**config.mk**
```make
export PLATFORM = sky130hd
export DESIGN_NAME = inst_fetch_ctrl
export DESIGN_NICKNAME = d
export VERILOG_FILES = /design/src/rtl/inst_fetch_ctrl.sv
export SDC_FILE = /design/constraint.sdc
export NUM_CORES = 1
export LEC_CHECK = 0
export CORE_UTILIZATION = 42
export DETAILED_ROUTE_END_ITERATION = 7
export PLACE_DENSITY_LB_ADDON = 0.2
export SYNTH_ARGS = -nofsm -noshare
export SYNTH_HDL_FRONTEND = slang
export SYNTH_SLANG_ARGS = --single-unit
```
**constraint.sdc**
```tcl
create_clock -name clk -period 2.6 [get_ports clk]
set_input_delay 0.78 -clock clk [delete_from_list [all_inputs] [get_ports clk]]
set_output_delay 0.78 -clock clk [all_outputs]
set_load 0.01 [all_outputs]
```
**src/rtl/inst_fetch_ctrl.sv**
```systemverilog
// -----------------------------------------------------------------------------
// inst_fetch_ctrl
//
// Instruction fetch controller. Issues one instruction-memory request at a
// time for the current PC. It captures the returned word and presents it to
// the instruction field parser with a valid/ready handshake. After each
// handshake it advances the PC by 4. A branch/jump redirect replaces the PC at
// any time. A redirect drops any instruction that is in flight or being
// presented.
//
// Optional feature (macro FETCH_HALT_ON_ZERO_EN):
//   When defined, a handshake on an all-zero instruction parks the block in
//   HALT. Only reset leaves HALT. The extra output `halted` exists only in
//   this build.
//
// Ports:
//   clk          in   rising-edge clock
//   reset        in   synchronous, active-high reset
//   start        in   begin fetching from the current PC (IDLE only)
//   imem_req     out  memory request, high exactly while waiting for memory
//   imem_addr    out  request address, always equal to the current PC
//   imem_ack     in   memory acknowledge (honoured only while requesting)
//   imem_rdata   in   memory read data, qualified by imem_ack
//   inst         out  instruction presented to the parser
//   inst_valid   out  inst/pc_out are valid
//   inst_ready   in   parser accepts inst
//   pc_out       out  PC of the presented instruction
//   redirect     in   branch/jump redirect
//   redirect_pc  in   redirect target
//   fetch_count  out  number of instructions consumed (wraps at 2^32)
//   halted       out  high in HALT (FETCH_HALT_ON_ZERO_EN builds only)
// -----------------------------------------------------------------------------
module inst_fetch_ctrl #(
  parameter int unsigned             ADDR_W   = 64,
  parameter logic [ADDR_W-1:0]       RESET_PC = '0
) (
  input  logic              clk,
  input  logic              reset,
  input  logic              start,
  output logic              imem_req,
  output logic [ADDR_W-1:0] imem_addr,
  input  logic              imem_ack,
  input  logic [31:0]       imem_rdata,
  output logic [31:0]       inst,
  output logic              inst_valid,
  input  logic              inst_ready,
  output logic [ADDR_W-1:0] pc_out,
  input  logic              redirect,
  input  logic [ADDR_W-1:0] redirect_pc,
  output logic [31:0]       fetch_count
`ifdef FETCH_HALT_ON_ZERO_EN
  ,
  output logic              halted
`endif
);

  typedef enum logic [1:0] {
    S_IDLE  = 2'd0,
    S_REQ   = 2'd1,
    S_VALID = 2'd2
`ifdef FETCH_HALT_ON_ZERO_EN
    ,
    S_HALT  = 2'd3
`endif
  } state_e;

  state_e            state_q, state_d;
  logic [ADDR_W-1:0] pc_q, pc_d;
  logic [ADDR_W-1:0] pc_out_q, pc_out_d;
  logic [31:0]       inst_q, inst_d;
  logic [31:0]       fetch_count_q, fetch_count_d;

  // ---------------------------------------------------------------------------
  // Next-state and datapath logic
  // ---------------------------------------------------------------------------
  always_comb begin
    // NOTE: every signal gets a default before the case. Otherwise a path that
    // does not assign it would infer a latch.
    state_d       = state_q;
    pc_d          = pc_q;
    pc_out_d      = pc_out_q;
    inst_d        = inst_q;
    fetch_count_d = fetch_count_q;

    unique case (state_q)
      S_IDLE: begin
        // A redirect retargets the PC in IDLE. With start in the same cycle,
        // the first fetch goes to the new target.
        if (redirect) pc_d = redirect_pc;
        if (start)    state_d = S_REQ;
      end

      S_REQ: begin
        if (redirect) begin
          // A coincident ack carries data for the old PC, so it is discarded.
          pc_d = redirect_pc;
        end else if (imem_ack) begin
          inst_d   = imem_rdata;
          pc_out_d = pc_q;
          state_d  = S_VALID;
        end
      end

      S_VALID: begin
        if (redirect) begin
          // The redirect wins over a coincident ready. The presented
          // instruction is dropped and is not counted.
          pc_d    = redirect_pc;
          state_d = S_REQ;
        end else if (inst_ready) begin
          fetch_count_d = fetch_count_q + 32'd1;
`ifdef FETCH_HALT_ON_ZERO_EN
          if (inst_q == 32'h0) begin
            state_d = S_HALT;
          end else begin
            pc_d    = pc_q + ADDR_W'(4);
            state_d = S_REQ;
          end
`else
          pc_d    = pc_q + ADDR_W'(4);
          state_d = S_REQ;
`endif
        end
      end

`ifdef FETCH_HALT_ON_ZERO_EN
      S_HALT: begin
        // Sticky until reset. start and redirect are deliberately ignored.
      end
`endif

      default: state_d = S_IDLE;
    endcase
  end

  // ---------------------------------------------------------------------------
  // State registers
  // ---------------------------------------------------------------------------
  always_ff @(posedge clk) begin
    // NOTE: non-blocking assignments make all flops update together from
    // values sampled before the edge, matching the hardware.
    if (reset) begin
      state_q       <= S_IDLE;
      pc_q          <= RESET_PC;
      pc_out_q      <= RESET_PC;
      inst_q        <= 32'h0;
      fetch_count_q <= 32'h0;
    end else begin
      state_q       <= state_d;
      pc_q          <= pc_d;
      pc_out_q      <= pc_out_d;
      inst_q        <= inst_d;
      fetch_count_q <= fetch_count_d;
    end
  end

  // ---------------------------------------------------------------------------
  // Outputs: all of them come straight from flops.
  // ---------------------------------------------------------------------------
  assign imem_req    = (state_q == S_REQ);
  assign imem_addr   = pc_q;
  assign inst_valid  = (state_q == S_VALID);
  assign inst        = inst_q;
  assign pc_out      = pc_out_q;
  assign fetch_count = fetch_count_q;
`ifdef FETCH_HALT_ON_ZERO_EN
  assign halted      = (state_q == S_HALT);
`endif

endmodule

```
**Yosys cells after proc, flatten, opt, wreduce, memory -nomap -nowiden**

Index checks and enable logic that the tools add are counted.

- Flip-flop bits (word level): 194
- Output and inout bits: 194
- Logic and storage cells: 32

- Muxes and demuxes: 10
- Equality and inequality tests: 7
- Add/sub/neg operators: 2
- Reductions and logical operators: 7
- Bitwise logic cells: 1

Operators by type and width:

| kind | number |
|---|---|
| 2-to-1 mux 64 bit | 3 |
| case mux 64 bit (2 select lines) | 1 |
| adder 64 x 3 -> 64 bit, second input constant | 1 |
| adder 32 x 1 -> 32 bit, second input constant | 1 |
| 2-to-1 mux 2 bit | 5 |
| AND reduction 3 bit | 3 |
| case mux 2 bit (3 select lines) | 1 |
| != test 2 x 1 -> 1 bit, second input constant | 2 |
| != test 2 bit, second input constant | 2 |
| AND reduction 4 bit | 1 |
| != test 3 x 1 -> 1 bit, second input constant | 1 |
| == test 2 x 1 -> 1 bit, second input constant | 1 |
| == test 2 bit, second input constant | 1 |
| logical NOT 2 bit | 1 |
| nonzero test 2 bit | 1 |
| OR reduction 2 bit | 1 |
| NOT 1 bit | 1 |

**Logic depth before layout (Yosys ltp)**

Gate-level depths: netlist of run 1.

- Word-level depth: 4
- Mapped depth: 9

**Least setup slack after synthesis of run 1**

OpenSTA, ideal clock, no wires.

- Kind: input to register
- From: in redirect
- To: reg fetch_count_q[30], in the netlist fetch_count[30]
- Stages: 8
- Path slack: -0.005 ns
- Buffers on the path: 3
- Arrival time: 2.484 ns
- Required time: 2.479 ns
- Library setup time: 0.121 ns
- Cell sequence: buf_6 and4bb_1 buf_4 and4_1 clkbuf_1 nand4_1 nor4_1 mux2_2

- Word-level cells in the longest chain between the ends: 2

Ends and longest elaborated chain:

| element | line | text |
|---|---|---|
| from (decl) | 48 | `input logic redirect,` |
| NOT 1 bit (no source line) | - |  |
| AND reduction 3 bit (no source line) | - |  |
| to (signal assigned) | 153 | `fetch_count_q <= fetch_count_d;` |
| to (decl) | 71 | `logic [31:0] fetch_count_q, fetch_count_d;` |

Every way passes these cells.
A chain may end at the register's enable or synchronous reset.

**Worst setup path in the final report of run 1**

- From: in redirect
- To: reg fetch_count_q[29], in the netlist fetch_count[29]

The elaborated chain is that of the path after synthesis.

==> results.md, run 1 <==
- The run finished with clean final reports.
- Power spread over the standard cell area amounts to 485 nW/um^2.
- The worst setup path is captured at a flip-flop.
- sky130_fd_sc_hd__dfxtp_1 takes more of the synthesized area than any other cell.
- The buffer and inverter count on the worst path is 2.
- The total track usage is roughly 28%.
- The CTS tree is done.
- Summed over all nets, the half-perimeter wirelength after detailed placement is 23300 um.
- The congestion estimate from routability-driven global placement came to 0.871.
- The total die area is around 23000 um^2.
- The die width is 150 um.
- The share of final-layout standard cells stronger than drive strength 1 is 11.3%.
- Global routing used 5.27% of the available met3 tracks.
- The slowest stage of the critical path belongs to the cell sky130_fd_sc_hd__clkdlybuf4s50_1.
- The TritonCTS buffer count is 17.
- The reg-to-reg startpoint is imem_addr[16].
- In this run the most critical hold path is launched from inst[4].
- The top-level I/O count is 296.
- The clock tree skew after final layout is 0.0122 ns.
- In the synthesized netlist the dominant register cell turns out to be sky130_fd_sc_hd__dfxtp_1.
- The gate count of the mapped netlist is 1218.
- In this run the core area contains 53 standard-cell rows.
- Buffers inserted to repair hold after CTS numbered 0.
- Among cell families on the critical path, the largest total delay comes from simple AND/OR/NAND/NOR gates.
- The H-tree generated during clock tree synthesis spans 4 levels.
- The largest net degree at the start of global routing is 98.
- The count of nets left with antenna violations once routing finished came out at 0.
- The proportion of synthesized flip-flops having asynchronous set or reset is 0%.
- For this run, design rule violations remaining after detail routing come to 0.
- The worst setup path is launched from an input port.
- The critical path data arrival time is 2.92 ns.
- The maximum achievable frequency is approximately 390 MHz.
- The routing usage on met1 is 36.1%.
- Clock-pin slew was measured on the worst setup and hold paths at 0.07 ns.
- After global routing the overflow that remains totals 0.
- The endpoint with the worst hold slack is inst[4].
- The measured slew at the worst slew-check pin is 0.496 ns.
- In this run the cell area of the synthesized design comes to between 9000 and 10000 um^2.
- The first global-routing pass estimated between 40000 and 50000 um of wire.
- The overall via count from detail_route is about 10000.
- The tightest min-delay check is of the reg -> reg type.
- The insertion delay of the later-clocked pin in the worst-skew pair is 0.44 ns.
- The worst-case clock buffer depth is 2.
- The violation count after the first detailed-route iteration is 880.
- The worst-case IR drop observed on VDD is 453 uV.
- The critical path goes through clkdlybuf4s50_1 -> and4bb_2 -> nand3_1 -> or4_1 -> buf_4 -> or4_4 -> a21oi_2.
- The count of maximum capacitance violations is 0.
- Setup repair after global routing left no endpoint under its margin.
- The count of unique library cells instantiated by Yosys is 65.
- Setup violations remaining at the end of the flow were counted as 0.
- Counting every net in the synthesized netlist gives 1322.
- The core area is 21300 um^2.
- The final critical path takes up between 90% and 100% of the cycle.
- The post-detailed-route via-to-cell ratio is ~5.7.
- The share of the yosys chip area belonging to registers is 42.0%.
- The post-layout utilization of the core is about 65%.
- Yosys attributes the largest share of cell area to sky130_fd_sc_hd__dfxtp_1 (42%), sky130_fd_sc_hd__nand2_1 (11%), sky130_fd_sc_hd__a21oi_1 (8.7%).
- The met2 layer usage reported by global route is between 40% and 50%.
- The most utilized layer in the global route result is met2.
- By instance count, the leading cell after synthesis is sky130_fd_sc_hd__nand2_1.
- The port buffer count is slightly below 300.
- In this run, synthesis inferred 0 flip-flops with an integrated enable.
- The peak per-stage delay on the critical path is 0.48 ns.
- Headroom to the max-slew limit came out at 66.7%.
- The number of hold violations in the final report is 0.
- The root buffer cell chosen for the clock tree is sky130_fd_sc_hd__clkbuf_16.
- The worst hold margin is roughly 0.46 ns.
- Along the worst hold path, the cell count comes to 2.
- The share of synthesized area in the top cell type comes to 42.0%.
- The leakage power figure is roughly 4.8 nW.
- The register bit total from synthesis is 194.
- The die extent in y is 150 um.
- The number of detailed-routing iterations run before antenna repair is 5.
- The per-cell routed wire length is 17.6 um.
- Counting instances in the post-synthesis netlist gives the leading cell types as sky130_fd_sc_hd__nand2_1 (273), sky130_fd_sc_hd__dfxtp_1 (194), sky130_fd_sc_hd__a21oi_1 (161).
- The number of nets in the finished design is 1647.
- For this configuration, the core starts out at a cell density of between 40% and 50%.
- After clock tree synthesis, the setup repair step added 0 buffers.
- The worst register-to-register path ends at imem_addr[41].
- After layout, the design draws a total of 6.66 mW.
- The final critical-path required period is 2.55 ns.
- The register-to-register setup slack is between 0.3 and 0.4 ns.
- Measured in cells, the most critical reg-to-reg path has a length of 7.
- The initial antenna violation count came to 0.
- The synthesized area divided by synthesized cell count is 7.59 um^2.
- The maximum net fanout on the critical path is 12.
- The routed design has 32300 um of wire.
- The via count of the first global-routing pass is 9488.
- The data required time at the worst endpoint is roughly 3 ns.
- The critical path in this run is classified as in -> reg.
- The final number of max-transition violations is 0.
- The area growth from synthesis to layout is 48.8%.
- The number of warnings printed during yosys synthesis is 0.
- The number of sinks driven by the clock tree is just under 200.
-- cell usage in the layout, fill, tap and decap left out, types with 5 or more instances in the layout --
| master | n |
|---|---|
| sky130_fd_sc_hd__clkdlybuf4s50_1 | 294 |
| sky130_fd_sc_hd__nand2_1 | 273 |
| sky130_fd_sc_hd__dfxtp_1 | 193 |
| sky130_fd_sc_hd__a21oi_1 | 159 |
| sky130_fd_sc_hd__buf_4 | 98 |
| sky130_fd_sc_hd__nor2_1 | 64 |
| sky130_fd_sc_hd__nand3_1 | 59 |
| sky130_fd_sc_hd__nand4_1 | 41 |
| sky130_fd_sc_hd__o21ai_0 | 37 |
| sky130_fd_sc_hd__or3_1 | 22 |
| sky130_fd_sc_hd__and3_1 | 21 |
| sky130_fd_sc_hd__and4_1 | 19 |
| sky130_fd_sc_hd__clkbuf_16 | 17 |
| sky130_fd_sc_hd__nor3_1 | 16 |
| sky130_fd_sc_hd__a31oi_1 | 15 |
| sky130_fd_sc_hd__xor2_1 | 13 |
| sky130_fd_sc_hd__o211ai_1 | 13 |
| sky130_fd_sc_hd__inv_1 | 12 |
| sky130_fd_sc_hd__and2_1 | 12 |
| sky130_fd_sc_hd__or4_1 | 12 |
| sky130_fd_sc_hd__buf_12 | 12 |
| sky130_fd_sc_hd__a22oi_1 | 10 |
| sky130_fd_sc_hd__o22ai_1 | 9 |
| sky130_fd_sc_hd__a21o_1 | 9 |
| sky130_fd_sc_hd__a211oi_1 | 9 |
| sky130_fd_sc_hd__nor4_1 | 7 |
| sky130_fd_sc_hd__o311ai_0 | 5 |
| sky130_fd_sc_hd__o31ai_1 | 5 |
| sky130_fd_sc_hd__mux2i_1 | 5 |
| sky130_fd_sc_hd__o221ai_1 | 5 |
| sky130_fd_sc_hd__o221a_2 | 5 |
-- final cells by class --
| cell class | count | area (um^2) |
|---|---|---|
| diodes | 1 | 2.50 |
| clock buffers | 18 | 439 |
| clock inverters | 13 | 116 |
| fillers | 1869 | 7540 |
| inverters | 12 | 45.0 |
| multi-input cells | 913 | 4980 |
| flip-flops and latches | 194 | 3880 |
| well taps | 275 | 344 |
| repair buffers | 405 | 3930 |
-- repair_timing --
action	4_1_cts	5_1_grt
pin swaps	0	1
gates resized for setup	2	7
setup endpoints to repair	2	10
-- report_power, final --
part | internal (mW) | total (mW) | switching, mW
registers | 3.06 | 3.18 | 0.114
clock network | 1.28 | 2.57 | 1.28
logic | 0.496 | 0.920 | 0.424
total | 4.84 | 6.66 | 1.82
-- flip-flops by register name, summed over array words and instances, names as in the netlist --
register     cells
fetch_count     32
pc_out          64
state_q          2
imem_addr       64
inst            32
-- per-stage QoR --
| step | TNS, ns | worst slack, ns | cells | instance area, um^2 |
|---|---|---|---|---|
| finish | 0 | 0.0521 | 1831 | 13700 |
| global route | 0 | 0.00595 | 1830 | 13700 |
| floorplan | 0 | 0.0442 | 1218 | 9240 |
| CTS | 0 | 0.0284 | 1830 | 13700 |
| detailed placement | -20.32 | -0.417 | 1799 | 13200 |
| global placement | -17.96 | -0.390 | 1799 | 13200 |
-- cells by family after synthesis --
group	share of synthesized area, %
simple gates	30.5
xor+xnor	1.52
fa+ha+maj	0.271
buf+inv	4.68
mux	0.785
compound gates	20.2
flops	42.0
-- worst max-delay path by stage --
stage | from | endpoint | slack, ns | depth (start not counted)
floorplan | redirect | fetch_count[24] | 0.04 | 8
global placement | redirect | imem_addr[14] | -0.39 | 7
detailed placement | redirect | fetch_count[20] | -0.42 | 6
CTS | redirect | fetch_count[20] | 0.03 | 6
global route | redirect | fetch_count[30] | 0.006 | 7
finish | redirect | fetch_count[29] | 0.05 | 7
-- metal layers --
layer  routed length, um  up-vias
met2               15100      477
met4                 926        0
li1                    -     5017
met1               13700     4916
met5                   0        -
met3                2510       67
-- worst min-delay path, delay by kind of cell (launching register included) --
kind | cells | cell delay, ns
DFF | 1 | 0.31
and+or+nand+nor | 1 | 0.05
AOI/OAI and AO/OA | 1 | 0.05
Note: power is estimated with default switching activity, not from simulation.
==> run 2: changes to the inputs <==
--- a/config.mk
+++ b/config.mk
@@ -7,6 +7,7 @@
 export LEC_CHECK = 0
 export CORE_UTILIZATION = 42
 export DETAILED_ROUTE_END_ITERATION = 7
+export HOLD_SLACK_MARGIN = 0.06
 export PLACE_DENSITY_LB_ADDON = 0.2
 export SYNTH_ARGS = -nofsm -noshare
 export SYNTH_HDL_FRONTEND = slang
==> results of run 2 <==
Same layout as run 1: the final DEF is identical, and so are final timing and power.
==> run 3: changes to the inputs <==
--- a/config.mk
+++ b/config.mk
@@ -8,7 +8,7 @@
 export CORE_UTILIZATION = 42
 export DETAILED_ROUTE_END_ITERATION = 7
 export HOLD_SLACK_MARGIN = 0.06
-export PLACE_DENSITY_LB_ADDON = 0.2
+export PLACE_DENSITY = 0.79
 export SYNTH_ARGS = -nofsm -noshare
 export SYNTH_HDL_FRONTEND = slang
 export SYNTH_SLANG_ARGS = --single-unit
==> results.md, run 3 (synthesis results as in run 1) <==
- Run status: finished, final reports clean (unchanged).
- The met3 wirelength from detailed routing is 2510 um (about the same).
- The post-layout utilization of the core is 64.2% (was 64.6%).
- The critical path data arrival time was 1.74 ns (was 2.92 ns).
- The endpoint class of the critical path is an output port (was flip-flop).
- The top-level I/O count is 296 (unchanged).
- The overall routed net length is 32200 um (was 32300 um).
- The count of maximum capacitance violations was 0 (unchanged).
- The normalized max-slew margin was 56.4% (was 66.7%).
- The final critical-path required period is 2.52 ns (was 2.55 ns).
- The number of nets with antenna violations after routing is 0 (unchanged).
- The area growth from synthesis to layout is 47.9% (was 48.8%).
- The violation count after the first detailed-route iteration was 846 (was 880).
- Unrepaired setup endpoints after global routing: false (unchanged).
- The TritonCTS buffer count is 17 (unchanged).
- The total die area is 22600 um^2 (unchanged).
- Most frequent cells in the layout: sky130_fd_sc_hd__clkdlybuf4s50_1 (294), sky130_fd_sc_hd__nand2_1 (273), sky130_fd_sc_hd__dfxtp_1 (193) (unchanged).
- The clock tree skew after final layout came to 0.0127 ns (was 0.0122 ns).
- The via count of the first global-routing pass is 9621 (was 9488).
- The top layer used by detailed routing is met4 (unchanged).
- The overall via count from detail_route is 10300 (was 10500).
- The detailed placer's ending HPWL is 23200 um (was 23300 um).
- The final setup TNS is 0 ns (unchanged).
- The measured slew at the worst slew-check pin was 0.654 ns (was 0.496 ns).
- The overall power is 6.73 mW (was 6.66 mW).
- The number of hold violations in the final report is 0 (unchanged).
- The final period utilization is 97.0% (was 98.0%).
- The core area came to 21300 um^2 (unchanged).
- The insertion delay of the later-clocked pin in the worst-skew pair is 0.44 ns (about the same).
- The number of nets in the finished design is 1634 (was 1647).
- The data required time at the worst endpoint came to 1.82 ns (was 2.97 ns).
- The port buffer count is 295 (unchanged).
- The starting density of the core came to 43.4% (unchanged).
- The number of detailed-routing iterations run before antenna repair is 6 (was 5).
- The post-detailed-route via-to-cell ratio is 5.68 (was 5.72).
- The number of design rule violations left after detail routing is 0 (unchanged).
- The count of standard-cell rows is 53 (unchanged).
- The classification of the worst setup path was reg -> out (was in -> reg).
- The standard cell with the maximum stage delay on the critical path is sky130_fd_sc_hd__clkdlybuf4s50_1 (unchanged).
- The instance area after placement came to 13100 um^2 (was 13200 um^2).
- The startpoint type of the worst setup path is a flip-flop (was input port).
- The number of cells in the finished layout apart from fillers is 1820 (was 1831).
- The routed length on met1 is 13500 um (was 13700 um).
- The maximum achievable frequency is 396 MHz (was 392 MHz).
- The placer congestion estimate came to 0.892 (was 0.871).
- The path class of the lowest-slack min-delay path is reg -> reg (unchanged).
- The commonest non-fill, non-tap cell in the layout is sky130_fd_sc_hd__clkdlybuf4s50_1 (unchanged).
- The cell at the root of the clock tree is sky130_fd_sc_hd__clkbuf_16 (unchanged).
- The cts-stage hold buffer count is 0 (unchanged).
- The remaining global-route overflow was 0 (unchanged).
- The largest net degree at the start of global routing is 62 (was 98).
- The per-cell routed wire length is 17.7 um (was 17.6 um).
- The maximum VDD drop is 427 uV (was 453 uV).
- The clock-pin transition on the worst setup and hold timing paths was 0.07 ns (about the same).
- The total of fill cells in the finished design is 1770 (was 1869).
- The CTS tree is done (unchanged).
- The die width is 150 um (unchanged).
- The final design instance area without fill is 13700 um^2 (about the same).
- The leakage power figure was 4.75 nW (was 4.80 nW).
- The area used by multi-input combinational logic is 4970 um^2 (was 4980 um^2).
- The final number of max-transition violations is 0 (unchanged).
- The die extent in y came to 150 um (unchanged).
- The worst-case clock buffer depth is 2 (unchanged).
- The maximum net fanout on the critical path is 11 (was 12).
- The number of sinks driven by the clock tree is 194 (unchanged).
- The total power divided by cell area was 493 nW/um^2 (was 485 nW/um^2).
- The routed length on met2 came to 15200 um (was 15100 um).
- The final count of negative-setup-slack endpoints came to 0 (unchanged).
- List of cells traversed by the critical path: nor2b_1 -> clkdlybuf4s50_1 (was clkdlybuf4s50_1 -> and4bb_2 -> nand3_1 -> or4_1 -> buf_4 -> or4_4 -> a21oi_2).
- The first-pass GRT wire length is 49900 um (was 49600 um).
- The register-to-register setup slack is 0.13 ns (was 0.32 ns).
- The total track usage is 28.0% (was 27.8%).
- The share of final-layout standard cells stronger than drive strength 1 came to 10.2% (was 11.3%).
- The initial antenna violation count is 1 (was 0).
- The sequential cell area is 3880 um^2 (unchanged).
- The peak per-stage delay on the critical path is 0.64 ns (was 0.48 ns).
- The placed cell count is 1786 (was 1799).
- The H-tree depth is 4 (unchanged).
## run 3: cell type report
| type | count | share of cell area, % |
|---|---|---|
| Timing Repair Buffer | 392 | 28.0 |
| Inverter | 12 | 0.330 |
| Clock inverter | 14 | 1.08 |
| Multi-Input combinational cell | 913 | 36.3 |
| Clock buffer | 18 | 3.21 |
| Sequential cell | 194 | 28.4 |
| Antenna cell | 2 | 0.0366 |
| Tap cell | 275 | 2.52 |
## run 3: final timing paths
path | from | end | depth (start not counted)
min reg2reg | inst[14] | inst[14] | 2
max reg2reg | imem_addr[2] | imem_addr[34] | 6
min | inst[14] | inst[14] | 2
max | state_q[1] | imem_req | 2
## run 3: through the flow
step | setup WS, ns | hold slack (ns)
2_1_floorplan | 0.0442 | 0.481
3_3_place_gp | -0.312 | 0.441
3_5_place_dp | -0.371 | 0.446
4_1_cts | 0.0569 | 0.455
5_1_grt | 0.0231 | 0.472
6_report | 0.0777 | 0.454
## run 3: timing repair
action,in CTS,in global routing
setup buffers,0,0
resized for setup,1,1
setup endpoints to repair,2,4
## run 3: metal layers
metal  vias to the layer above  GRT usage (%)
met4                         0           13.3
met1                      4789           35.6
met3                        59           5.00
met5                         -              0
li1                       4997              -
met2                       497           45.9
## run 3: power breakdown
part / total (mW) / switching (mW) / internal (mW)
Clock: 2.64 / 1.26 / 1.38
Combinational: 0.924 / 0.437 / 0.488
Sequential: 3.16 / 0.0997 / 3.06
Total: 6.73 / 1.80 / 4.93
## run 3: worst max-delay path: cells and delay by family, from the launching register on
kind,cells,cell delay [ns]
buffers and inverters,1,0.64
flip-flops,1,0.39
AND/OR/NAND/NOR,1,0.28
